## src/rtl/rv32i_types.sv

```systemverilog
// rtl/rv32i_types.sv - shared RV32 types for the M-extension execute unit
// Purpose: operation and state encodings for mext_iter_unit, plus op-class decode helpers.
// Ports: none (package).
package rv32i_types;

  // Encoding follows the RV32M funct3 field.
  typedef enum logic [2:0] {
    mul    = 3'd0,
    mulh   = 3'd1,
    mulhsu = 3'd2,
    mulhu  = 3'd3,
    div    = 3'd4,
    divu   = 3'd5,
    rem    = 3'd6,
    remu   = 3'd7
  } mulop_t;

  typedef enum logic [1:0] {
    IDLE,
    MUL_BUSY,
    DIV_BUSY,
    DONE
  } mext_state_t;

  function automatic logic op_is_div(input mulop_t op);
    return op inside {div, divu, rem, remu};
  endfunction

  function automatic logic op_is_rem(input mulop_t op);
    return op inside {rem, remu};
  endfunction

  function automatic logic op_signed_a(input mulop_t op);
    return op inside {mulh, mulhsu, div, rem};
  endfunction

  function automatic logic op_signed_b(input mulop_t op);
    return op inside {mulh, div, rem};
  endfunction

endpackage

```

## src/rtl/mext_div_step.sv

```systemverilog
// rtl/mext_div_step.sv - combinational non-restoring division step, DIV_BITS quotient bits
// Purpose: advances a magnitude division by DIV_BITS bits.
// Ports: rem_in/rem_out  signed partial remainder (XLEN+1 bits)
//        quo_in/quo_out  dividend bits shifting out, quotient bits shifting in
//        dvsr            divisor magnitude
module mext_div_step #(
  parameter int XLEN     = 32,
  parameter int DIV_BITS = 1
) (
  input  logic [XLEN:0]   rem_in,
  input  logic [XLEN-1:0] quo_in,
  input  logic [XLEN-1:0] dvsr,
  output logic [XLEN:0]   rem_out,
  output logic [XLEN-1:0] quo_out
);

  logic [XLEN:0]   r;
  logic [XLEN-1:0] q;
  logic [XLEN+1:0] t;

  always_comb begin
    r = rem_in;
    q = quo_in;
    t = '0;
    for (int i = 0; i < DIV_BITS; i++) begin
      // 2r+bit needs one extra bit before the add/sub pulls it back into range.
      t = {r, q[XLEN-1]};
      if (r[XLEN]) t = t + {2'b00, dvsr};
      else         t = t - {2'b00, dvsr};
      r = t[XLEN:0];
      // Quotient bit is set when the new partial remainder is non-negative.
      q = {q[XLEN-2:0], ~t[XLEN+1]};
    end
    rem_out = r;
    quo_out = q;
  end

endmodule

```

## src/rtl/mext_iter_unit.sv

```systemverilog
// rtl/mext_iter_unit.sv - multi-cycle RV32M multiply/divide unit for the EX stage
// Purpose: iterates MUL*/DIV*/REM* on forwarded operands, stalling the pipe via pause
//          and holding the result until EX advances.
// Ports: clk, rst (async, active-high); enable (M op in EX); mulop; rs1/rs2 operands;
//        advance (EX/MEM loads); flush (squash EX); out (valid when enable && !pause);
//        pause (stall request).
// Option: MEXT_RESULT_CACHE_EN keeps the last product / quotient-remainder pair so a
//         matching follow-up op completes without iterating.
module mext_iter_unit
  import rv32i_types::*;
#(
  parameter int XLEN     = 32,
  parameter int MUL_BITS = 4,
  parameter int DIV_BITS = 1
) (
  input  logic            clk,
  input  logic            rst,
  input  logic            enable,
  input  mulop_t          mulop,
  input  logic [XLEN-1:0] rs1,
  input  logic [XLEN-1:0] rs2,
  input  logic            advance,
  input  logic            flush,
  output logic [XLEN-1:0] out,
  output logic            pause
);

  localparam int CW = $clog2(XLEN + 1);
  localparam logic [CW-1:0] MUL_CYCLES = CW'(XLEN / MUL_BITS);
  localparam logic [CW-1:0] DIV_CYCLES = CW'(XLEN / DIV_BITS);

  mext_state_t       state, state_n;
  logic [CW-1:0]     cnt;
  mulop_t            op_q;
  logic              neg_q, rneg_q;
  logic [2*XLEN-1:0] mcand, acc, acc_nxt, prod;
  logic [XLEN-1:0]   mplier, quo, dvsr, quo_nxt, rem_mag, quo_s, rem_s, out_q;
  logic [XLEN:0]     prem, prem_nxt;

  logic            sa, sb, a_neg, b_neg, op_div, div_zero, div_ovf, special, hit, last;
  logic [XLEN-1:0] a_mag, b_mag, special_res, hit_res;

  // Operand decode, only meaningful while sampling in IDLE.
  assign sa       = op_signed_a(mulop);
  assign sb       = op_signed_b(mulop);
  assign a_neg    = sa & rs1[XLEN-1];
  assign b_neg    = sb & rs2[XLEN-1];
  assign a_mag    = a_neg ? -rs1 : rs1;
  assign b_mag    = b_neg ? -rs2 : rs2;
  assign op_div   = op_is_div(mulop);
  assign div_zero = (rs2 == '0);
  assign div_ovf  = sa && (rs1 == {1'b1, {(XLEN-1){1'b0}}}) && (&rs2);
  assign special  = op_div && (div_zero || div_ovf);
  assign special_res = op_is_rem(mulop) ? (div_zero ? rs1 : '0) : (div_zero ? '1 : rs1);
  assign last     = (cnt == CW'(1));

  // Shift-add multiply on magnitudes; sign fix-up applies to the final sum.
  always_comb begin
    acc_nxt = acc;
    for (int i = 0; i < MUL_BITS; i++)
      if (mplier[i]) acc_nxt = acc_nxt + (mcand << i);
    prod = neg_q ? -acc_nxt : acc_nxt;
  end

  mext_div_step #(.XLEN(XLEN), .DIV_BITS(DIV_BITS)) u_div_step (
    .rem_in (prem),
    .quo_in (quo),
    .dvsr   (dvsr),
    .rem_out(prem_nxt),
    .quo_out(quo_nxt)
  );

  // Non-restoring leaves a negative remainder one divisor short.
  assign rem_mag = prem_nxt[XLEN] ? (prem_nxt[XLEN-1:0] + dvsr) : prem_nxt[XLEN-1:0];
  assign quo_s   = neg_q  ? -quo_nxt : quo_nxt;
  assign rem_s   = rneg_q ? -rem_mag : rem_mag;

`ifdef MEXT_RESULT_CACHE_EN
  logic              c_valid, c_div, c_sa, c_sb;
  logic [XLEN-1:0]   c_a, c_b;
  logic [2*XLEN-1:0] c_data;  // full product, or {remainder, quotient}

  assign hit = c_valid && (c_div == op_div) && (c_sa == sa) && (c_sb == sb) &&
               (c_a == rs1) && (c_b == rs2);
  assign hit_res = (op_is_rem(mulop) || (!op_div && mulop != mul)) ?
                   c_data[2*XLEN-1:XLEN] : c_data[XLEN-1:0];

  always_ff @(posedge clk or posedge rst) begin
    if (rst) begin
      c_valid <= 1'b0;
      c_div   <= 1'b0;
      c_sa    <= 1'b0;
      c_sb    <= 1'b0;
      c_a     <= '0;
      c_b     <= '0;
      c_data  <= '0;
    end else if (flush) begin
      c_valid <= 1'b0;
    end else begin
      case (state)
        IDLE: if (enable && !hit) begin
          c_valid <= 1'b0;
          c_div   <= op_div;
          c_sa    <= sa;
          c_sb    <= sb;
          c_a     <= rs1;
          c_b     <= rs2;
        end
        MUL_BUSY: if (last) begin
          c_valid <= 1'b1;
          c_data  <= prod;
        end
        DIV_BUSY: if (last) begin
          c_valid <= 1'b1;
          c_data  <= {rem_s, quo_s};
        end
        default: ;
      endcase
    end
  end
`else
  assign hit     = 1'b0;
  assign hit_res = '0;
`endif

  always_ff @(posedge clk or posedge rst) begin
    if (rst) state <= IDLE;
    else     state <= state_n;
  end

  always_comb begin
    state_n = state;
    case (state)
      IDLE: if (enable) begin
        if (special || hit) state_n = DONE;
        else                state_n = op_div ? DIV_BUSY : MUL_BUSY;
      end
      MUL_BUSY, DIV_BUSY: if (last) state_n = DONE;
      DONE: if (advance) state_n = IDLE;
      default: state_n = IDLE;
    endcase
    if (flush) state_n = IDLE;
  end

  always_ff @(posedge clk or posedge rst) begin
    if (rst) begin
      cnt    <= '0;
      op_q   <= mul;
      neg_q  <= 1'b0;
      rneg_q <= 1'b0;
      mcand  <= '0;
      mplier <= '0;
      acc    <= '0;
      prem   <= '0;
      quo    <= '0;
      dvsr   <= '0;
      out_q  <= '0;
    end else if (!flush) begin
      case (state)
        IDLE: if (enable) begin
          op_q   <= mulop;
          neg_q  <= a_neg ^ b_neg;
          rneg_q <= a_neg;
          cnt    <= op_div ? DIV_CYCLES : MUL_CYCLES;
          mcand  <= {{XLEN{1'b0}}, a_mag};
          mplier <= b_mag;
          acc    <= '0;
          prem   <= '0;
          quo    <= a_mag;
          dvsr   <= b_mag;
          if (special)  out_q <= special_res;
          else if (hit) out_q <= hit_res;
        end
        MUL_BUSY: begin
          acc    <= acc_nxt;
          mcand  <= mcand << MUL_BITS;
          mplier <= mplier >> MUL_BITS;
          cnt    <= cnt - CW'(1);
          if (last) out_q <= (op_q == mul) ? prod[XLEN-1:0] : prod[2*XLEN-1:XLEN];
        end
        DIV_BUSY: begin
          prem <= prem_nxt;
          quo  <= quo_nxt;
          cnt  <= cnt - CW'(1);
          if (last) out_q <= op_is_rem(op_q) ? rem_s : quo_s;
        end
        default: ;
      endcase
    end
  end

  assign out   = out_q;
  assign pause = !rst && enable && (state != DONE);

`ifndef SYNTHESIS
  busy_needs_enable: assert property (@(posedge clk) disable iff (rst)
    ((state == MUL_BUSY || state == DIV_BUSY) && !flush) |-> enable);
`endif

endmodule

```

## config.mk

```make
export PLATFORM = sky130hd
export DESIGN_NAME = mext_iter_unit
export DESIGN_NICKNAME = d
export VERILOG_FILES = /design/src/rtl/rv32i_types.sv /design/src/rtl/mext_div_step.sv /design/src/rtl/mext_iter_unit.sv
export SDC_FILE = /design/constraint.sdc
export NUM_CORES = 2
export LEC_CHECK = 0
export BUFFER_PORTS_ARGS = -buffer_cell sky130_fd_sc_hd__buf_2
export CAP_MARGIN = 20
export CORE_UTILIZATION = 30
export DETAILED_ROUTE_END_ITERATION = 8
export RECOVER_POWER = 100
export SYNTH_ARGS = -nofsm -noshare
export SYNTH_HDL_FRONTEND = slang
export SYNTH_SLANG_ARGS = --single-unit
```

## constraint.sdc

```tcl
create_clock -name clk -period 13.1 [get_ports clk]
set_clock_uncertainty 0.05 [all_clocks]
set_input_delay 2.62 -clock clk [delete_from_list [all_inputs] [get_ports clk]]
set_output_delay 2.62 -clock clk [all_outputs]
set_load 0.02 [all_outputs]
```

# After elaboration in Yosys (flattened, before gate mapping)
# Index checks and enable logic that the tools add are counted.
# W data, S select, Z words.
# word_totals
reg_bits,302
output_inout_bits,33
wordCells,119
# op_classes
add_sub_neg,13
n_eq_ne,21
n_mux,41
bitwise,5
reduce_logical,27
# ops
operator,n
$mux W32,16
$mux W64,7
$add A64 B64 Y64,4
$pmux W64 S2,2
$neg A32 Y32,4
$pmux W32 S2,2
$pmux W32 S3,1
$pmux W33 S2,1
$neg A64 Y64,1
$add A34 B32 Y34,1
$mux W34,1
$sub A34 B32 Y34,1
$mux W33,1
$add A32 B32 Y32,1
$eq A32 B32 Y1 const B,1
$logic_not A32 Y1,1
$reduce_and A32 Y1,1
$eq A3 B3 Y1 const B,6
$reduce_and A3 Y1,5
$mux W2,6
$mux W6,2
$pmux W6 S2,1
$ne A2 B2 Y1 const B,5
$reduce_bool A2 Y1,5
other kinds (21),31

# Depth between registers and ports, before layout
# depth
depth_word,13
mapped_depth,53
ltp_nobuf,45

# Cells and area by module
# From an unflattened synthesis, not the netlist that was laid out.
# hier_totals
cells_unflattened,6178
area_unflattened_um2,44232.4
# by_module_without_submodules
mod,instances,cells_per_inst,area_per_inst_um2,seq_area_each_um2
mext_iter_unit,1,5795,41528.6,7557.2
mext_div_step,1,383,2703.8,0.0

# Least setup slack after synthesis
# No wires, ideal clock.
# synth_timing
path_kind,register to register
start,register mplier[0]
end,"register out_q[31], in the netlist out[31]"
t_arrival_ps,11098
setup_slack_ps,1810
path_stages_with_launch,48
path_buffers,14
period_less_slack_ps,11290
path_cell_list,dfrtp_1 -> buf_2 -> buf_2 -> buf_2 -> buf_2 -> buf_2 -> buf_1 -> clkbuf_1 -> clkbuf_1 -> buf_1 -> buf_1 -> mux2_2 -> ha_1 -> nand2_1 -> o21ai_0 -> nor2_1 -> a31oi_1 -> a311o_1 -> [12 not listed] -> ha_1 -> clkbuf_1 -> a21o_1 -> a211oi_1 -> and2_1 -> nor4b_1 -> o21ai_0 -> o31ai_1 -> a21oi_1 -> o31a_1 -> or4_1 -> buf_2 -> or3_1 -> buf_2 -> o41ai_2 -> xnor3_1 -> nand2_1 -> a221oi_1
# synth_via
elab_chain_len,12
# synth_rtl
item,line,rtl
"start, declared",mext_iter_unit.sv:37,"logic [XLEN-1:0] mplier, quo, dvsr, quo_nxt, rem_mag, quo_s, rem_s, out_q;"
"start signal, assigned",mext_iter_unit.sv:166,mplier <= b_mag;
"start signal, assigned",mext_iter_unit.sv:177,mplier <= mplier >> MUL_BITS;
$mux W64 *,mext_iter_unit.sv:61,if (mplier[i]) acc_nxt = acc_nxt + (mcand << i);
$add A64 B64 Y64,mext_iter_unit.sv:61,
$mux W64 *,mext_iter_unit.sv:61,
$add A64 B64 Y64,mext_iter_unit.sv:61,
$mux W64 *,mext_iter_unit.sv:61,
$add A64 B64 Y64,mext_iter_unit.sv:61,
$mux W64 *,mext_iter_unit.sv:61,
$neg A64 Y64,mext_iter_unit.sv:62,prod = neg_q ? -acc_nxt : acc_nxt;
$mux W64 *,mext_iter_unit.sv:62,
$mux W32 * (2 in a row),mext_iter_unit.sv:179,if (last) out_q <= (op_q == mul) ? prod[XLEN-1:0] : prod[2*XLEN-1:XLEN];
$pmux W32 S3 *,mext_iter_unit.sv:159,case (state)
"end signal, assigned",mext_iter_unit.sv:171,if (special) out_q <= special_res;
"end signal, assigned",mext_iter_unit.sv:179,
"end signal, assigned",mext_iter_unit.sv:185,if (last) out_q <= op_is_rem(op_q) ? rem_s : quo_s;
"end, declared",mext_iter_unit.sv:37,
# Every way passes the cells marked *; elsewhere a longest branch is shown, timed or not. The select of a mux whose other input is x is not followed.
# A chain may end at the register's enable or synchronous reset.

# Worst setup path after layout
# layout_timing
start,register mcand[0]
end,"register out_q[29], in the netlist out[29]"
# layout_via
elab_chain_len,13
# layout_rtl
item,line,rtl
"start, declared",mext_iter_unit.sv:36,"logic [2*XLEN-1:0] mcand, acc, acc_nxt, prod;"
"start signal, assigned",mext_iter_unit.sv:165,"mcand <= {{XLEN{1'b0}}, a_mag};"
"start signal, assigned",mext_iter_unit.sv:176,mcand <= mcand << MUL_BITS;
$add A64 B64 Y64,mext_iter_unit.sv:61,
$mux W64,mext_iter_unit.sv:61,
$add A64 B64 Y64,mext_iter_unit.sv:61,
$mux W64,mext_iter_unit.sv:61,
$add A64 B64 Y64,mext_iter_unit.sv:61,
$mux W64,mext_iter_unit.sv:61,
$add A64 B64 Y64,mext_iter_unit.sv:61,
$mux W64 *,mext_iter_unit.sv:61,
$neg A64 Y64,mext_iter_unit.sv:62,
$mux W64 *,mext_iter_unit.sv:62,
$mux W32 * (2 in a row),mext_iter_unit.sv:179,
$pmux W32 S3 *,mext_iter_unit.sv:159,
# Marked as above.

==> results.txt <==
----------------------------------------------------
[Clock network]
  Worst-Skew Late Latency ... 0.65 ns
  Deepest level of the CTS H-tree ... 2
  Library cell used as clock root buffer ... clkbuf_16
  Clock sinks ... 302
  CTS clk-pin slew, worst paths ... 0.07 ns
  Number of CTS-inserted buffers ... 43
  Clock tree from TritonCTS ... yes
  Number of buffers added for setup after CTS ... 0
  Clock Tree Buf Depth ... 3

[Synth]
  Synthesized area per cell ... 7.19 um^2
  Synthesized-area fraction occupied by and/or/nand/nor cells ... 24.3%
  Fraction of synthesized cell area taken by the top area cell type ... 17.3%
  Area share of fa/ha/maj cells after synthesis ... 9.93%
  Count of unique library cells instantiated by Yosys ... 116
  Flip-flop and latch count after synthesis ... 302
  Number of warning messages in the yosys log ... 0
  Dominant combinational cell family by area after synthesis ... compound AO/OA/AOI/OAI gates
  Synth Area in XOR/XNOR ... 7.80%
  Share of the synthesized area in compound gates (AO/OA/AOI/OAI) ... 31.6%
  Post-Syn Nets ... 6461
  Async set-reset flop share out of synthesis ... 100%
  Number of cells produced by synthesis ... 6058
  Sequential share of the synthesized area ... 17.3%
  Area of the mapped netlist ... 43600 um^2
  Ranking of synthesized cells by area ... dfrtp_1 17%, ha_1 9.3%, a21oi_1 6.8%
  Post-synthesis mux area share ... 4.65%
  Top flip-flop cell by instance count after synthesis ... dfrtp_1
  Post-synthesis cell type with the largest combined area ... dfrtp_1
  Post-synth EDFFs ... 0

[Worst setup path]
  Capture instance of the worst register-to-register path ... out[29]
  Maximum fanout along the worst path ... 10
  Reg-to-reg slack, setup ... 0.43 ns
  Startpoint class of the critical path ... flop
  WS Path Type ... reg2reg
  Total stage count of the critical path ... 42
  WP data required ... 13.53 ns
  Library cell appearing most often on the critical path ... a21oi_1
  Sum of buffers and inverters on the critical path ... 2
  Start point of the critical path ... mcand[0]
  Startpoint of the most critical register-to-register path ... mcand[0]
  Worst reg-to-reg path cell count ... 42
  Critical Path Slowest Stage Cell ... or4_1
  Biggest cell delay along the critical path ... 0.57 ns
  Dominant delay contributor by cell family on the critical path ... compound AO/OA/AOI/OAI gates
  Kind of end point of the critical path ... flop
  Arrival @ worst endpoint ... 13.10 ns

[Layout]
  Layout cell share with drive strength beyond 1 ... 9.60%
  Final cell utilization of the core ... 33.8%
  Combined flip-flop and latch cell area ... 7570 um^2
  Fin nets ... 6527
  Fill cells ... 15.5k
  Area occupied by multi-input gates ... 34200 um^2
  Leading cell type in the layout, fill and taps excluded ... nand2_1
  Top library cells by usage in the layout, fill and taps aside ... 765 x nand2_1, 589 x a21oi_1, 544 x nor2_1
  Area overhead of the layout relative to synthesis ... 11.6%

[Min path]
  Type of the tightest min-delay check ... reg2reg
  Endpoint, Worst Hold ... mplier[17]
  WHS Path Cells ... 1
  Worst hold path startpoint ... mplier[17]

[Die]
  Overall die height ... 383 um
  I/O pin count ... 105
  Core Area ... 144000 um^2
  Site Rows ... 139
  Overall die area ... 147000 um^2
  Effective utilization at floorplan ... 30.3%
  Die W ... 383 um

[Routing]
  DRC violation total after the first TritonRoute iteration ... 5443
  WL per Instance ... 28.4 um
  Drt total wl ... 229000 um
  Number of nets still failing antenna checks after routing ... 0
  Via density ... 6.22
  Vias ... 50.2k
  TritonRoute pass-1 iters ... 6
  Remaining DRCs ... 0

[Global routing]
  Number of antenna violations at the first check in global routing ... 10
  GR Util All Layers ... 30.1%
  GR Overflow Total ... 0
  Number of global-route vias before repair ... 46.7k
  Pin count of the biggest net entering global routing ... 165
  Global-route wire length before repair ... 328000 um

[Outcome]
  Result of the run ... complete, but fails checks
  Failing checks ... max-capacitance violations, max-slew violations

[Timing]
  Max-Slew Margin vs Limit ... -493%
  Final critical-path required period ... 12.67 ns
  Final critical-path share of the clock period ... 96.7%
  Final hold violations ... 0
  Highest clock frequency the design can meet ... 0.0789 GHz
  Max-slew violation count ... 665
  Worst Tran Pin Value ... 8.90 ns
  Final number of setup-violating endpoints ... 0
  RSZ-0062 raised after global routing ... no

[Placed design]
  Half-perimeter wire length after placement ... 184000 um
  Port bufs ... 104
  Placer Congestion ... 1.06

[Flow run]
  Number of maximum-capacitance violations ... 10

----------------------------------------------------
-- registers in the layout, summed over array words and instances (netlist names) --
| register | flops |
|---|---|
| rneg_q | 1 |
| mplier | 32 |
| mcand | 64 |
| quo | 32 |
| cnt | 6 |
| out | 32 |
| prem | 33 |
| neg_q | 1 |
| dvsr | 32 |
| state | 2 |
| op_q | 3 |
| acc | 64 |
-- synth_stat cells, drive strengths merged, types with 24 or more instances --
cell	count
a2111oi	26
a211o	32
a211oi	85
a21boi	24
a21o	160
a21oi	599
a221oi	45
a31oi	72
and2	39
and3	38
buf	104
clkbuf	244
dfrtp	302
ha	325
inv	134
mux2	58
mux2i	134
nand2	767
nand2b	46
nand3	193
nand4	136
nor2	550
nor2b	41
nor3	165
nor4	50
o2111ai	24
o211a	42
o211ai	64
o21a	57
o21ai	526
o21bai	34
o31ai	73
or2	29
or3	63
or4	24
xnor2	207
xor2	176
-- kinds of logic after synthesis --
| kind of cell | Yosys count |
|---|---|
| simple gates | 2238 |
| compound gates | 2110 |
| buf+inv | 485 |
| xor+xnor | 385 |
| fa+ha+maj | 345 |
| flops | 302 |
| mux | 193 |
-- final cells by class --
cell class | instances | area share (%)
antenna | 5 | 0.0257
clock buffer | 53 | 2.44
clock inverter | 26 | 0.708
inverter | 137 | 1.06
multi-input combinational | 5271 | 70.3
sequential | 302 | 15.6
tap | 1903 | 4.90
timing repair buffer | 369 | 4.96
-- through the flow --
stage / area [um^2] / setup WS [ns] / instances / hold WS (ns) / TNS, ns
floorplan: 43600 / 1.81 / 6058 / 0.399 / 0
global placement: 47100 / -0.789 / 7974 / 0.413 / -9.14
detailed placement: 47100 / 0.00577 / 7979 / 0.416 / 0
CTS: 48700 / 0.193 / 8058 / 0.430 / 0
global route: 48600 / 0.00184 / 8061 / 0.439 / 0
finish: 48600 / 0.431 / 8066 / 0.427 / 0
-- how the worst max path moves through the flow --
stage / endpoint / slack, ns
5_1_grt: out[28] / 0.002
4_1_cts: out[28] / 0.19
3_3_place_gp: out[31] / -0.79
3_5_place_dp: out[31] / 0.006
6_report: out[29] / 0.43
2_1_floorplan: out[31] / 1.81
-- metal layers --
| layer | wire [um] | share of wire [%] | global-route usage (%) |
|---|---|---|---|
| met1 | 94900 | 41 | 39.5 |
| met2 | 100000 | 44 | 47.1 |
| met3 | 19900 | 8.7 | 4.93 |
| met4 | 14400 | 6.3 | 15.8 |
| met5 | 34 | 0.015 | 0 |
-- what timing repair did --
action / CTS / global route
gates resized for setup: 1 / 14
pin swaps: 0 / 1
hold buffers: 0 / 0
cloned: 0 / 0
endpoints found under the setup margin: 2 / 15
Power is left out: the tool's default activity adds up to more than one toggle a clock period on the data nets, which glitch-free logic cannot reach.
